$ cat src/rtl/operand_b_sel.sv
// Purpose : N-source / immediate operand-B selector feeding the ALU through a 2-entry skid buffer.
// Latency : an operand accepted at edge n is on b with b_valid=1 right after that edge (cycle n+1).
// Backpr. : in_ready is decoded from state only (low when both entries are full); b holds while b_ready=0.
//
// Ports:
//   clk, rst_n            clock (rising) and asynchronous active-low reset
//   src_data, src_sel     packed sources (source k at [k*WIDTH +: WIDTH]) and source index
//   imm, imm_mode         IR immediate and mode (00 src, 01 zero-ext, 10 sign-ext, 11 reserved)
//   in_valid / in_ready   upstream handshake
//   b, b_valid / b_ready  registered operand to the ALU and its handshake
//   sel_err, err_clr      sticky bad-select flag and its synchronous clear
module operand_b_sel #(
  parameter int WIDTH = 8,
  parameter int NSRC  = 4,
  parameter int SELW  = 2,
  parameter int IMM_W = 4
) (
  input  logic                  clk,
  input  logic                  rst_n,
  input  logic [NSRC*WIDTH-1:0] src_data,
  input  logic [SELW-1:0]       src_sel,
  input  logic [IMM_W-1:0]      imm,
  input  logic [1:0]            imm_mode,
  input  logic                  in_valid,
  output logic                  in_ready,
  output logic [WIDTH-1:0]      b,
  output logic                  b_valid,
  input  logic                  b_ready,
  output logic                  sel_err,
  input  logic                  err_clr
);

  localparam logic [1:0] ST_EMPTY = 2'd0;
  localparam logic [1:0] ST_ONE   = 2'd1;
  localparam logic [1:0] ST_TWO   = 2'd2;

  logic [1:0]       state_q, state_d;
  logic [WIDTH-1:0] main_q, main_d;
  logic [WIDTH-1:0] skid_q, skid_d;
  logic             sel_err_q, sel_err_d;

  logic [WIDTH-1:0] src_pick;
  logic             src_hit;
  logic [WIDTH-1:0] imm_zext;
  logic [WIDTH-1:0] imm_sext;
  logic [WIDTH-1:0] operand;
  logic             operand_err;
  logic             accept;
  logic             consume;

  // Source mux; an index past the last source matches nothing and yields zero.
  always_comb begin
    src_pick = '0;
    src_hit  = 1'b0;
    for (int k = 0; k < NSRC; k++) begin
      if (src_sel == SELW'(k)) begin
        src_pick = src_data[k*WIDTH +: WIDTH];
        src_hit  = 1'b1;
      end
    end
  end

  // A zero-width replication is illegal, so a full-width immediate is passed straight through.
  generate
    if (IMM_W == WIDTH) begin : g_imm_full
      assign imm_zext = imm;
      assign imm_sext = imm;
    end else begin : g_imm_ext
      assign imm_zext = {{(WIDTH-IMM_W){1'b0}}, imm};
      assign imm_sext = {{(WIDTH-IMM_W){imm[IMM_W-1]}}, imm};
    end
  endgenerate

  always_comb begin
    operand     = '0;
    operand_err = 1'b0;
    case (imm_mode)
      2'b00: begin
        operand     = src_hit ? src_pick : '0;
        operand_err = !src_hit;
      end
      2'b01:   operand = imm_zext;
      2'b10:   operand = imm_sext;
      default: operand_err = 1'b1;
    endcase
  end

  // Handshake outputs come only from the state register.
  assign in_ready = (state_q != ST_TWO);
  assign b_valid  = (state_q != ST_EMPTY);
  assign b        = main_q;
  assign sel_err  = sel_err_q;

  assign accept  = in_valid && in_ready;
  assign consume = b_valid && b_ready;

  always_comb begin
    state_d = state_q;
    main_d  = main_q;
    skid_d  = skid_q;
    case (state_q)
      ST_EMPTY: begin
        if (accept) begin
          main_d  = operand;
          state_d = ST_ONE;
        end
      end
      ST_ONE: begin
        if (accept && consume) begin
          main_d = operand;
        end else if (accept) begin
          skid_d  = operand;
          state_d = ST_TWO;
        end else if (consume) begin
          state_d = ST_EMPTY;
        end
      end
      ST_TWO: begin
        if (consume) begin
          main_d  = skid_q;
          state_d = ST_ONE;
        end
      end
      default: state_d = ST_EMPTY;
    endcase
  end

  // Set has priority over clear so an error accepted alongside err_clr is not lost.
  always_comb begin
    sel_err_d = sel_err_q;
    if (err_clr) begin
      sel_err_d = 1'b0;
    end
    if (accept && operand_err) begin
      sel_err_d = 1'b1;
    end
  end

  always_ff @(posedge clk or negedge rst_n) begin
    if (!rst_n) begin
      state_q   <= ST_EMPTY;
      main_q    <= '0;
      skid_q    <= '0;
      sel_err_q <= 1'b0;
    end else begin
      state_q   <= state_d;
      main_q    <= main_d;
      skid_q    <= skid_d;
      sel_err_q <= sel_err_d;
    end
  end

endmodule

$ cat config.mk
export PLATFORM = sky130hd
export DESIGN_NAME = operand_b_sel
export DESIGN_NICKNAME = d
export VERILOG_FILES = /design/src/rtl/operand_b_sel.sv
export SDC_FILE = /design/constraint.sdc
export NUM_CORES = 1
export LEC_CHECK = 0
export ABC_AREA = 0
export BUFFER_PORTS_ARGS = -buffer_cell sky130_fd_sc_hd__buf_2
export CAP_MARGIN = 20
export CORE_UTILIZATION = 40
export DETAILED_ROUTE_END_ITERATION = 7
export PLACE_DENSITY = 0.74
export RECOVER_POWER = 50
export SYNTH_ARGS = -nofsm -noshare
export SYNTH_HDL_FRONTEND = slang
export SYNTH_SLANG_ARGS = --single-unit
$ cat constraint.sdc
create_clock -name clk -period 1.8 [get_ports clk]
set_input_delay 0.18 -clock clk [delete_from_list [all_inputs] [get_ports clk]]
set_output_delay 0.18 -clock clk [all_outputs]
set_load 0.005 [all_outputs]
Yosys cells after proc, flatten, opt, wreduce, memory -nomap -nowiden. Cells that the tools add are included.

Flip-flop bits (word level): 19. Latch bits: 0. Output and inout port bits: 11. Memory bits (writable): 0. Memories: 0. Bits in read-only memories: 0.

Reductions and logical operators: 15. Shift-type cells: 0. $add $sub $neg: 0. Bitwise gates (word level): 1. Div/mod/pow operators: 0. $lt $le $gt $ge: 0. Eq/ne operators: 13. $mul: 0. Multiplexer cells: 23.

Operators with widths (number): $mux W8 (8); $pmux W8 S3 (2); $mux W2 (5); $ne A2 B2 Y1 const B (5); $eq A2 B2 Y1 const B (4); $reduce_and A4 Y1 (2); $eq A2 B1 Y1 const B (3); $logic_not A2 Y1 (3); $mux W1 (6); $pmux W2 S3 (1); $logic_and A1 B1 Y1 (4); $reduce_bool A2 Y1 (2); $ne A3 B3 Y1 const B (1); $reduce_and A3 Y1 (1); $reduce_bool A3 Y1 (1); $pmux W1 S2 (1); $reduce_or A2 Y1 (1); $logic_not A1 Y1 (1); $not A1 Y1 (1).

Depth between registers and ports, before layout.
Word-level depth: 9. Depth in mapped cells: 5. Depth with buffers taken out: 4.

Least setup slack after synthesis. Ideal clock, no wire load.

Path kind: in2reg. From: input src_sel[0]. To: register main_q[1], in the netlist b[1]. Library setup time: 0.138 ns. Cell stages on the path: 5. Buffers on the path: 1. Arrival time: 1.256 ns. Slack: 0.406 ns. Path through: buf_6 -> mux4_2 -> mux2_2 -> o21ai_2 -> a21oi_1.

Longest elaborated chain between the ends: 9.

Ends and longest elaborated chain: start: declaration (line 21) `input logic [SELW-1:0] src_sel,`; $logic_not A2 Y1 (line 56) `if (src_sel == SELW'(k)) begin`; $mux W8 / $mux W1 (equally long branches) (4 in series) (line 56); $mux W8 (*) (line 79) `operand = src_hit ? src_pick : '0;`; $pmux W8 S3 (*) (line 77) `case (imm_mode)`; $mux W8 (on tied branches) (line 109, 103); $pmux W8 S3 (*) (line 101) `case (state_q)`; end signal: assignment (line 147) `main_q <= main_d;`; end: declaration (line 38) `logic [WIDTH-1:0] main_q, main_d;`.

Mark *: on every way between the ends. The rest lies on a longest branch, timed or not. The select of a mux whose other input is x is not followed. A chain may end at the register's enable or synchronous reset.

Worst setup path after layout.
From: register state_q[0]. To: register main_q[5], in the netlist b[5].

Longest elaborated chain between the ends: 5.

Ends and longest elaborated chain: start: declaration (line 37) `logic [1:0] state_q, state_d;`; start signal: assignment (line 146) `state_q <= state_d;`; $ne A2 B2 Y1 / $reduce_bool A2 Y1 (equally long branches) (line 89, 90); $logic_and A1 B1 Y1 (on tied branches) (line 94, 95); $logic_and A1 B1 Y1 (line 109) `if (accept && consume) begin`; $ne A2 B2 Y1 (no source line); $reduce_and A4 Y1 (no source line).

Several ways; a longest one is shown, not always the timed one.

==> impl_results.md <==
- Antenna diode instance count: 0
- VDD IR max: 0.456 mV
- Number of flops mapped to enable cells by yosys: 0
- FF/Latch Area: 475 um2
- Number of post-CTS setup repair buffers: 0
- Result of the run: completed
- Tcrit/Tclk final: 83.1%
- Die Wd: 55.4 um
- Residual DRC: 0
- Met3 Track Usage GR: 2.58%
- Starting DRT DRC Count: 22
- Proportion of register bits with asynchronous set or reset after synthesis: 100%
- Clock skew after layout: 4.15 ps
- Warning count from the yosys run: 0
- Area occupied by multi-input gates: 627 um2
- Area growth from synthesis to final layout: 30.0%
- Die Height: 55.4 um
- Smallest hold slack: 67.0 ps
- Ranking of synthesized cells by area: dfrtp_1 42%, mux4_1 9.2%, mux2i_1 6.1%, o22ai_1 5.5%, nor2_1 4.3%
- Clock transition at the registers of the reported paths: 100 ps
- TritonCTS buffer count: 3
- Initial core utilization: 41.7%
- Most frequent cells after synthesis: 19 x dfrtp_1, 13 x nor2_1, 10 x o22ai_1, 9 x a21oi_1
- Yosys cell types: 27
- Reg2reg setup slack: 300 ps
- Vias per std cell: 5.44
- Setup violation total in the final timing report: 0
- Latest clock arrival within the worst-skew pair: 290 ps
- Class of the most critical setup path: reg -> reg
- Number of antenna violations at the first check in global routing: 0
- TritonCTS clock tree: built
- Post-synthesis net count: 156
- Overall global routing resource usage: 18.9%
- Worst endpoint required time: 1960 ps
- Top flip-flop cell by instance count after synthesis: dfrtp_1
- Root buffer cell: clkbuf_4
- Final std cells w/o fill: 202
- Slew Limit Headroom: 35.0%
- Leftover overflow at the end of global routing: 0
- Sink count of the clock tree: 19
- Half-perimeter wire length after placement: 2.12 mm
- CP Capture Type: register
- Number of H-tree branching levels: 1
- Maximum fanout along the worst path: 6
- Worst min-delay path category: in -> reg
- Instance count of the mapped netlist: 111
- Max-cap violation count: 0
- FF+latch count, synth: 19
- Part of the Yosys area used for sequential elements: 41.7%
- Number of nets in the layout: 217
- Fraction of post-synthesis cell area in the top cell type by area: 41.7%
- Highest Clock Rate: 0.669 GHz
- Total wire length after detailed routing: 2.64 mm
- Slew at the pin with the worst max-slew slack: 976 ps
- Detail Route Antenna Nets: 0
- Fill cell count: 246
- Global routing's busiest layer: met2
- Synthesized cell area: 0.00114 mm2
- Per-cell routed wire length: 13.1 um
- Mean instance size in the synthesized netlist: 10.3 um2
- Final slew viol count: 0
- Maximum buffer depth of the clock tree: 2
- Area inside the core boundary: 0.00273 mm2
- Fraction of final layout cells with drive strength greater than 1: 38.6%
- Pin count of the biggest net entering global routing: 20
- Number of buffers inserted by port buffering: 55
- Row Count: 19
- Final number of hold-violating endpoints: 0
- Hold bufs inserted after CTS: 1
- Area of the die: 0.00307 mm2
- Kind of start point of the critical path: register
- Static leakage: 0.720 nW
- First-pass GRT wire length: 4.63 mm
- Final-layout setup total negative slack: 0 ps
- Placed cell count: 197
- I/O Pins: 56
- Vias: 1098
- Dominant cell type by area after synthesis: dfrtp_1
- Met1 track demand over resource in global routing: 25.7%
- Data arrival at the endpoint of the critical path: 1660 ps
- Final Wtd Congestion: 0.784
- Tmin final: 1500 ps
- Met2 global-route usage: 31.3%
- Number of global-route vias before repair: 1083
- Unrepaired setup endpoints after global routing: false
- Most instantiated library cell after synthesis: dfrtp_1
- Power density normalized to cell area: 863 mW/mm2
- Resized cells post-CTS: 0
- Drt pass-1 iters: 4
-- area by class of cell --
cell class	instances	share of cell area [%]
Clock buffer	4	1.77
Timing Repair Buffer	59	20.6
Inverter	3	0.759
Tap cell	31	2.61
Multi-Input combinational cell	86	42.2
Sequential cell	19	32.0
-- layout by cell type, fill, tap and decap left out, types with 4 or more instances in the layout --
cell type	netlist	final
buf_2	1	53
a21oi_1	9	9
mux2_2	4	4
o22ai_1	10	10
nand2_1	7	7
nor2_1	13	13
mux4_1	4	4
mux2i_1	7	7
nand3b_1	4	4
o21ai_1	4	4
dfrtp_1	19	19
o21ai_0	6	6
-- sequential cells by signal, summed over array words and instances, names as in the netlist --
| signal | cells |
|---|---|
| b | 8 |
| skid_q | 8 |
| state_q | 2 |
| sel_err | 1 |
-- per-layer routing --
| layer | routed length, um | part of all wire, % |
|---|---|---|
| met3 | 169 | 6.4 |
| met4 | 25 | 0.95 |
| met1 | 1170 | 44 |
| met5 | 0 | 0 |
| met2 | 1280 | 48 |
-- stage by stage --
step	worst slack, ps	util [%]	power [W]	cell area (um2)
after global placement	260	53.0	0.00105	1450
after detailed placement	230	53.0	0.00108	1450
after CTS	312	54.4	0.00129	1490
after global routing	184	54.3	0.00137	1480
final	304	54.3	0.00128	1480
after floorplan	406	-	0.000891	1140
-- critical path, cell delays in order, from the launching register on --
cell and delay (ps):
dfrtp_1 430, nand3b_1 300, buf_4 230, mux2_2 260, nor2_1 100, a21oi_1 50
-- worst paths after layout --
check,startpoint,to,depth (start not counted)
max in group asynchronous,rst_n,skid_q[4]$_DFFE_PN0P_,2
min,err_clr,sel_err$_DFFE_PN0P_,2
min in group asynchronous,rst_n,state_q[1]$_DFFE_PN0P_,2
max,state_q[0]$_DFFE_PN0P_,b[5]$_DFFE_PN0P_,5
min reg2reg,skid_q[1]$_DFFE_PN0P_,skid_q[1]$_DFFE_PN0P_,2
max reg2reg,state_q[0]$_DFFE_PN0P_,b[5]$_DFFE_PN0P_,5
-- kinds of logic after synthesis --
| group | Yosys count | synth area share, % |
|---|---|---|
| AND/OR/NAND/NOR | 35 | 15.4 |
| multiplexers | 16 | 21.3 |
| buffers and inverters | 6 | 3.40 |
| XOR/XNOR | 1 | 0.768 |
| AO/OA/AOI/OAI | 34 | 17.5 |
| flip-flops | 19 | 41.7 |
-- where the power goes --
part	internal, W	switching (W)	total (W)
Combinational	0.000226	0.000198	0.000424
Sequential	0.000564	0.0000819	0.000646
Clock	0.0000862	0.000123	0.000209
Note: power is estimated with default switching activity, not from simulation.
